==> config.mk <==
export PLATFORM = sky130hd
export DESIGN_NAME = hivek_normalizer
export DESIGN_NICKNAME = d
export VERILOG_FILES = /design/src/rtl/hivek_normalizer.sv
export SDC_FILE = /design/constraint.sdc
export NUM_CORES = 1
export LEC_CHECK = 0
export ABC_AREA = 1
export CAP_MARGIN = 0
export CELL_PAD_IN_SITES_DETAIL_PLACEMENT = 0
export CELL_PAD_IN_SITES_GLOBAL_PLACEMENT = 1
export CORE_ASPECT_RATIO = 0.75
export CORE_MARGIN = 4
export CORE_UTILIZATION = 42
export CTS_BUF_LIST = sky130_fd_sc_hd__clkbuf_4 sky130_fd_sc_hd__clkbuf_8
export DETAILED_ROUTE_END_ITERATION = 10
export PLACE_DENSITY_LB_ADDON = 0.1
export SLEW_MARGIN = 20
export SYNTH_ARGS = -nofsm -noshare
export SYNTH_HDL_FRONTEND = slang
export SYNTH_SLANG_ARGS = --single-unit
export TNS_END_PERCENT = 30
==> constraint.sdc <==
create_clock -name clock -period 3.99 [get_ports clock]
set_input_delay 0.798 -clock clock [delete_from_list [all_inputs] [get_ports clock]]
set_output_delay 0.798 -clock clock [all_outputs]
set_load 0.02 [all_outputs]
==> src/rtl/hivek_normalizer.sv <==
// Purpose: iterative leading/trailing-bit counter (clz/ctz/cls/pass) for the execute stage.
// Latency: result valid exactly log2(WIDTH) edges after the accepting edge.
// Backpressure: result held stable while ready_i=0; a new operand may be accepted on the draining edge.
// Optional: define HIVEK_NORMALIZER_NORM_EN to add the normalized-value output norm_o.
module hivek_normalizer #(
    parameter int WIDTH = 64,
    parameter int CNT_W = 7
) (
    input  logic             clock,
    input  logic             reset,
    input  logic             valid_i,
    output logic             ready_o,
    input  logic [WIDTH-1:0] value_i,
    input  logic [1:0]       kind,
    output logic             valid_o,
    input  logic             ready_i,
    output logic [CNT_W-1:0] count_o
`ifdef HIVEK_NORMALIZER_NORM_EN
    ,
    output logic [WIDTH-1:0] norm_o
`endif
);

    localparam int STEPS = $clog2(WIDTH);
    localparam int SW    = STEPS;

    localparam logic [1:0] K_CLZ  = 2'b00;
    localparam logic [1:0] K_CTZ  = 2'b01;
    localparam logic [1:0] K_CLS  = 2'b10;
    localparam logic [1:0] K_PASS = 2'b11;

    typedef enum logic [1:0] {
        ST_IDLE   = 2'd0,
        ST_SEARCH = 2'd1,
        ST_DONE   = 2'd2
    } state_t;

    state_t           state;
    logic [SW-1:0]    step_q;
    logic [WIDTH-1:0] work_q;
    logic [CNT_W-1:0] cnt_q;
    logic [1:0]       kind_q;

    logic             accept;
    logic [WIDTH-1:0] rev_val;
    logic [WIDTH-1:0] xform_val;
    logic [CNT_W-1:0] step_k;
    logic [WIDTH-1:0] top_mask;
    logic             take;
    logic [WIDTH-1:0] work_nx;
    logic [CNT_W-1:0] cnt_nx;
    logic             last_step;
    logic             all_zero;
    logic [CNT_W-1:0] cnt_final;

    // Ready while idle, or while draining a finished result so back-to-back operands overlap the hand-off.
    assign ready_o = (state == ST_IDLE) || ((state == ST_DONE) && ready_i);
    assign accept  = valid_i && ready_o;

    // Bit-reverse the operand so ctz reuses the leading-zero search.
    always_comb begin
        rev_val = '0;
        for (int i = 0; i < WIDTH; i++) begin
            rev_val[i] = value_i[WIDTH-1-i];
        end
    end

    // Map every kind onto a leading-zero search of the transformed operand.
    always_comb begin
        xform_val = value_i;
        case (kind)
            K_CLZ:   xform_val = value_i;
            K_CTZ:   xform_val = rev_val;
            K_CLS:   xform_val = value_i ^ {WIDTH{value_i[WIDTH-1]}};
            default: xform_val = value_i;
        endcase
    end

    // One halving step: step size WIDTH/2, WIDTH/4, ... 1; shift out the top k bits when they are all zero.
    always_comb begin
        step_k    = CNT_W'(WIDTH / 2) >> step_q;
        top_mask  = ~({WIDTH{1'b1}} >> step_k);
        take      = (kind_q != K_PASS) && ((work_q & top_mask) == '0);
        work_nx   = take ? (work_q << step_k) : work_q;
        cnt_nx    = take ? (cnt_q + step_k) : cnt_q;
        last_step = (step_q == SW'(STEPS - 1));
        // A nonzero operand is fully normalized after the last step, so a clear MSB means the operand was zero.
        all_zero  = (kind_q != K_PASS) && !work_nx[WIDTH-1];
        cnt_final = all_zero ? CNT_W'(WIDTH) : cnt_nx;
    end

    // Control FSM plus search datapath; result registers hold in DONE until the consumer takes them.
    always_ff @(posedge clock or posedge reset) begin
        if (reset) begin
            state   <= ST_IDLE;
            step_q  <= '0;
            work_q  <= '0;
            cnt_q   <= '0;
            kind_q  <= '0;
            valid_o <= 1'b0;
            count_o <= '0;
        end else begin
            case (state)
                ST_IDLE: begin
                    if (accept) begin
                        state  <= ST_SEARCH;
                        step_q <= '0;
                        work_q <= xform_val;
                        cnt_q  <= '0;
                        kind_q <= kind;
                    end
                end
                ST_SEARCH: begin
                    work_q <= work_nx;
                    cnt_q  <= cnt_nx;
                    step_q <= step_q + SW'(1);
                    if (last_step) begin
                        state   <= ST_DONE;
                        valid_o <= 1'b1;
                        count_o <= cnt_final;
                    end
                end
                ST_DONE: begin
                    if (ready_i) begin
                        valid_o <= 1'b0;
                        if (valid_i) begin
                            state  <= ST_SEARCH;
                            step_q <= '0;
                            work_q <= xform_val;
                            cnt_q  <= '0;
                            kind_q <= kind;
                        end else begin
                            state <= ST_IDLE;
                        end
                    end
                end
                default: begin
                    state   <= ST_IDLE;
                    valid_o <= 1'b0;
                end
            endcase
        end
    end

`ifdef HIVEK_NORMALIZER_NORM_EN
    logic [WIDTH-1:0] nwork_q;
    logic [WIDTH-1:0] nwork_nx;

    // Shift the untransformed operand in lockstep with the search; ctz shifts the other way.
    always_comb begin
        nwork_nx = nwork_q;
        if (take) begin
            nwork_nx = (kind_q == K_CTZ) ? (nwork_q >> step_k) : (nwork_q << step_k);
        end
    end

    // Normalized-value register, loaded at the same edge as count_o and held with it.
    always_ff @(posedge clock or posedge reset) begin
        if (reset) begin
            nwork_q <= '0;
            norm_o  <= '0;
        end else if (accept) begin
            nwork_q <= value_i;
        end else if (state == ST_SEARCH) begin
            nwork_q <= nwork_nx;
            if (last_step) begin
                norm_o <= all_zero ? '0 : nwork_nx;
            end
        end
    end
`endif

endmodule

; ---- After elaboration in Yosys (flattened, before gate mapping)
; Cells that the tools add are included.
[classes]
add_sub_neg = 2
eq_ne = 11
n_shift = 3
mux = 28
n_bitwise = 4
reduce_logical = 16
[op_table]
columns = cell, n
row1 = 64-bit two-way mux, 4
row2 = 64-bit one-hot mux with 3 select lines, 1
row3 = 64-bit one-hot mux with 2 select lines, 1
row4 = 64-bit AND, 1
row5 = 64-bit logical NOT, 1
row6 = 64-bit inverter, 1
row7 = 64-bit by 7-bit left shift with 64-bit output, 1
row8 = "64-bit by 7-bit >> shifter with 64-bit output, first input constant", 1
row9 = 64-bit bitwise XOR, 1
row10 = 7-bit two-way mux, 5
row11 = 7-bit one-hot mux with 3 select lines, 1
row12 = 6-bit two-way mux, 3
row13 = 6-bit one-hot mux with 3 select lines, 1
row14 = 2-bit two-way mux, 6
row15 = "2-bit != test, second input constant", 6
row16 = 4-bit AND reduction, 2
row17 = 7-bit adder, 1
row18 = "6-bit by 6-bit >> shifter with 7-bit output, first input constant", 1
row19 = "6-bit by 1-bit adder with 6-bit output, second input constant", 1
row20 = "6-bit by 3-bit equality test with 1-bit output, second input constant", 1
row21 = 2-bit one-hot mux with 3 select lines, 1
row22 = 3-bit AND reduction, 2
row23 = 5-bit AND reduction, 1
row24 = "2-bit by 1-bit equality test with 1-bit output, second input constant", 2
row25 = other kinds (12), 18
[word_totals]
ff_bits = 89
in_bits = 70
output_inout_bits = 9
elab_cells = 72

; ---- Logic depth before layout (Yosys ltp)
[logic_depth]
word_depth = 10
ltp_mapped = 20
mapped_depth_nobuf = 18

; ---- Worst setup path before layout
; No wires, ideal clock.
[synth_timing]
path_kind = register -> register
start = register step_q[2]
end = register count_o[6]
setup_time_ns = 0.117
arrival_ns = 2.666
slack_ns = 1.207
path_stages_with_launch = 20
path_buffers = 2
synth_period_minus_slack_ns = 2.783
cell_sequence = dfrtp_1 > nor2_4 > nand2_4 > nor2_1 > nand2_1 > inv_1 > buf_2 > buf_2 > ha_1 > nand2_1 > nand2_1 > a31oi_1 > inv_1 > a21oi_1 > o21bai_1 > nand2_1 > xor2_1 > nand2_1 > nand2_1 > nand2_1
[synth_via]
elab_chain_cells = 10
[synth_rtl]
columns = item, line_no
row1 = from (decl), 39  ; logic [SW-1:0] step_q;
row2 = from (signal assigned), 116  ; step_q <= step_q + SW'(1);
row3 = 6-bit by 6-bit >> shifter with 7-bit output, 81  ; step_k = CNT_W'(WIDTH / 2) >> step_q;
row4 = 64-bit by 7-bit >> shifter with 64-bit output, 82  ; top_mask = ~({WIDTH{1'b1}} >> step_k);
row5 = 64-bit inverter, 82
row6 = 64-bit AND, 83  ; take = (kind_q != K_PASS) && ((work_q & top_mask) == '0);
row7 = 64-bit logical NOT, 83
row8 = 1-bit logical AND, 83
row9 = 64-bit two-way mux, 84  ; work_nx = take ? (work_q << step_k) : work_q;
row10 = 1-bit logical NOT, 88  ; all_zero = (kind_q != K_PASS) && !work_nx[WIDTH-1];
row11 = 1-bit logical AND, 88
row12 = 7-bit two-way mux, 89  ; cnt_final = all_zero ? CNT_W'(WIDTH) : cnt_nx;
row13 = to (signal assigned), 120  ; count_o <= cnt_final;
row14 = to (decl), 17  ; output logic [CNT_W-1:0] count_o
; Several ways; a longest one is shown, not always the timed one. The select of a mux whose other input is x is not followed.
; A chain may end at the register's enable or synchronous reset.

; ---- Worst setup path after layout
[layout_timing]
start = register step_q[3]
end = register work_q[24]
[layout_via]
elab_chain_cells = 8
[layout_rtl]
columns = item, line_no
row1 = 6-bit by 6-bit >> shifter with 7-bit output (*), 81
row2 = 64-bit by 7-bit >> shifter with 64-bit output, 82
row3 = 64-bit inverter, 82
row4 = 64-bit AND, 83
row5 = 64-bit logical NOT, 83
row6 = 1-bit logical AND, 83
row7 = 2-bit != test (no source line), -
row8 = 5-bit AND reduction (no source line), -
row9 = to (signal assigned), 108  ; work_q <= xform_val;
row10 = to (signal assigned), 114  ; work_q <= work_nx;
row11 = to (signal assigned), 129  ; work_q <= xform_val;
row12 = to (decl), 40  ; logic [WIDTH-1:0] work_q;
; Mark *: on every way between the ends. The rest lies on a longest branch, timed or not. The select of a mux whose other input is x is not followed.

==> flow_metrics.tcl <==
set metrics [dict create \
    grt-ovfl-total 0 \
    power_frac_seq 0.160 \
    drive_above_1_share 0.0504 \
    worstHoldPathType "flop to flop" \
    netlist_instances 1820 \
    drcViolationCount 0 \
    antenna_left 0 \
    switching_share 0.635 \
    rows 49 \
    final_max_slew_viol_count 0 \
    finalNonFillerCells 2132 \
    async_flop_share 1.00 \
    cts_setup_buffers 0 \
    antenna_cells 0 \
    drt-total-wl_mm 45.7 \
    drv_cap 0 \
    worstPathRequired_ps 4280 \
    pwr-share-comb 0.780 \
    final_common_cell "nand2_1" \
    skew_ps 18.7 \
    grt_pass1_wl_mm 68.9 \
    start_kind "flop" \
    crit_path_max_fanout 59 \
    insertion_delay_ps 410 \
    cts-buffers-inserted 9 \
    yosysSeqAreaShare 0.219 \
    hpwl_mm 34.6 \
    yosysUniqueCellTypes 44 \
    cts.sinks 89 \
    drt_iter0_markers 1492 \
    slew_headroom 0.456 \
    hold_start "count_o[2]" \
    cts_buffer_depth 2 \
    pre_cts_slack_ps 792 \
    synthFlopType "dfrtp_1" \
    fp.dieArea_sq_um 26800 \
    vias 12700 \
    grt_max_degree 83 \
    syn_area_per_cell_sq_um 5.59 \
    viasPerCell 5.95 \
    dr.pass1.iters 6 \
    period_minus_slack_ps 3250 \
    fin_util 0.474 \
    cts_tree "yes" \
    end_kind "flop" \
    die_h_um 143 \
    timing.rr.start "step_q[3]" \
    grt_pass1_vias 11300 \
    finalHoldViolCount 0 \
    fin_nets 1902 \
    die_w_um 188 \
    final_cell_mix "636 x nand2_1, 251 x nand3_1, 133 x a21oi_1" \
    leakage_nw 5.45 \
    tns_ps 0 \
    p_sw_mw 7.35 \
    setup_slack_ps 744 \
    intPower_mw 4.23 \
    outcome "finished, final reports clean" \
    ir_worst_vdd_mv 0.396 \
    tightest_slew_ps 815 \
    nFillCells 2648 \
    ios 79 \
    synth_edf_count 0 \
    post-route-period-util 0.814 \
    initial_core_util 0.426 \
    yosysWarnings 0 \
    cts_hold_buf 0 \
    met1_usage 0.462 \
    wl_per_cell_um 21.5 \
    root_buffer "clkbuf_8" \
    path_class "flop to flop" \
    critPathArrivalTime_ps 3540 \
    clock.fmax_ghz 0.308 \
    grt_antenna_before_repair 0 \
    ys_ff_latch 89 \
    grt_use_total 0.334 \
    cp-startpoint "step_q[3]" \
    power_density_nw_per_um2 1020 \
    dp.cells 2116 \
    area_delta_synth_final_pct 11.3 \
    port_buffers 78 \
    finalSetupViolCount 0 \
    groute.layer.met2.usage 0.507 \
    syn-num-nets 1901 \
    use_met3 0.0890 \
    place.gp.congestion 0.987 \
    rsz0062_at_grt "no" \
    htreeDepth 3 \
    core_region_area_sq_um 23900 \
    clkTransAtPathRegs_ps 110 \
    clock_power_share 0.059 \
    cts_resized 0 \
    syn_area_sq_um 10200 \
    top_usage_layer "met2" \
    holdWs_ps 490 \
]
## cell type report
type	instances	area, sq um	area share
Sequential cell	89	2230	0.197
Clock buffer	9	124	0.0109
Timing Repair Buffer	117	1150	0.101
Multi-Input combinational cell	1462	6830	0.603
Inverter	142	534	0.0472
Tap cell	306	383	0.0338
Clock inverter	7	77.6	0.00685
## cells in the mapped netlist, types with 5 or more instances
master / number / area [sq um]
a22oi_1: 6 / 45.0
ha_1: 10 / 125
clkbuf_1: 58 / 218
nand2_1: 636 / 2390
o21ai_1: 35 / 175
o22ai_1: 24 / 150
nor3_1: 7 / 35.0
nor2_1: 129 / 484
xor2_1: 5 / 43.8
dfrtp_1: 89 / 2230
buf_6: 8 / 90.1
o211ai_1: 18 / 135
buf_1: 21 / 78.8
a21oi_1: 133 / 666
nand4_1: 44 / 275
inv_2: 10 / 37.5
o21ai_0: 119 / 596
buf_2: 32 / 160
buf_4: 8 / 60.1
nand3_1: 251 / 1260
inv_1: 129 / 484
## per-layer routing
metal	vias to the layer above	part of all wire
met5	-	0
met4	0	0.041
met3	94	0.10
met2	599	0.43
met1	5991	0.43
li1	6009	-
## state kept, by name, indices dropped and copies added (netlist names)
signal and flops:
work_q 64, cnt_q 7, count_o 7, step_q 6, kind_q 2, state 2
valid_o 1
## power groups by stage
stage	Sequential, mW	Combinational, mW	Clock, mW
2_1_floorplan	1.67	5.98	0
3_3_place_gp	1.87	8.73	0
3_5_place_dp	1.86	8.73	0
4_1_cts	1.84	8.77	0.698
5_1_grt	1.89	9.80	0.743
6_report	1.86	9.04	0.684
## metrics by stage
stage	instance area (sq um)	power, mW
after floorplan	10200	7.65
after global routing	11300	12.4
after CTS	11300	11.3
after global placement	11100	10.6
final	11300	11.6
after detailed placement	11100	10.6
## cell families (layout without fill, tap and decap cells)
logic type                 after synthesis  in the layout  synth area share
AOI/OAI and AO/OA                      349            349             0.185
xor gates and xnor gates                 6              6           0.00516
adders and majority gates               11             11            0.0143
buffers and inverters                  269            275             0.112
DFF                                     89             89             0.219
and+or+nand+nor                       1096           1096             0.464
## path summary, 6_finish.rpt
kind / endpoint / slack (ps) / cells past startpoint
worst min register to register: count_o[2] / 490 / 2
worst max register to register: work_q[24] / 740 / 17
worst min-delay path: count_o[2] / 490 / 2
min in group asynchronous: valid_o / 580 / 2
max in group asynchronous: work_q[26] / 2500 / 3
worst max-delay path: work_q[24] / 740 / 17
## worst max-delay path: stages, from the launching register on
cell     delay (ps)
dfrtp_1         430
inv_2            80
nand2_2          90
nor2_4           50
buf_4           220
nand2_4         220
inv_2           100
nor2_4          140
nand2_1          90
o21ai_2         100
nand3_4         140
nor2_8          240
nand2_8         180
nand2_4         100
buf_4           560
nand2_1         100
a21oi_1         160
a21oi_1          80
No activity file was read; power rests on OpenSTA's default activity.
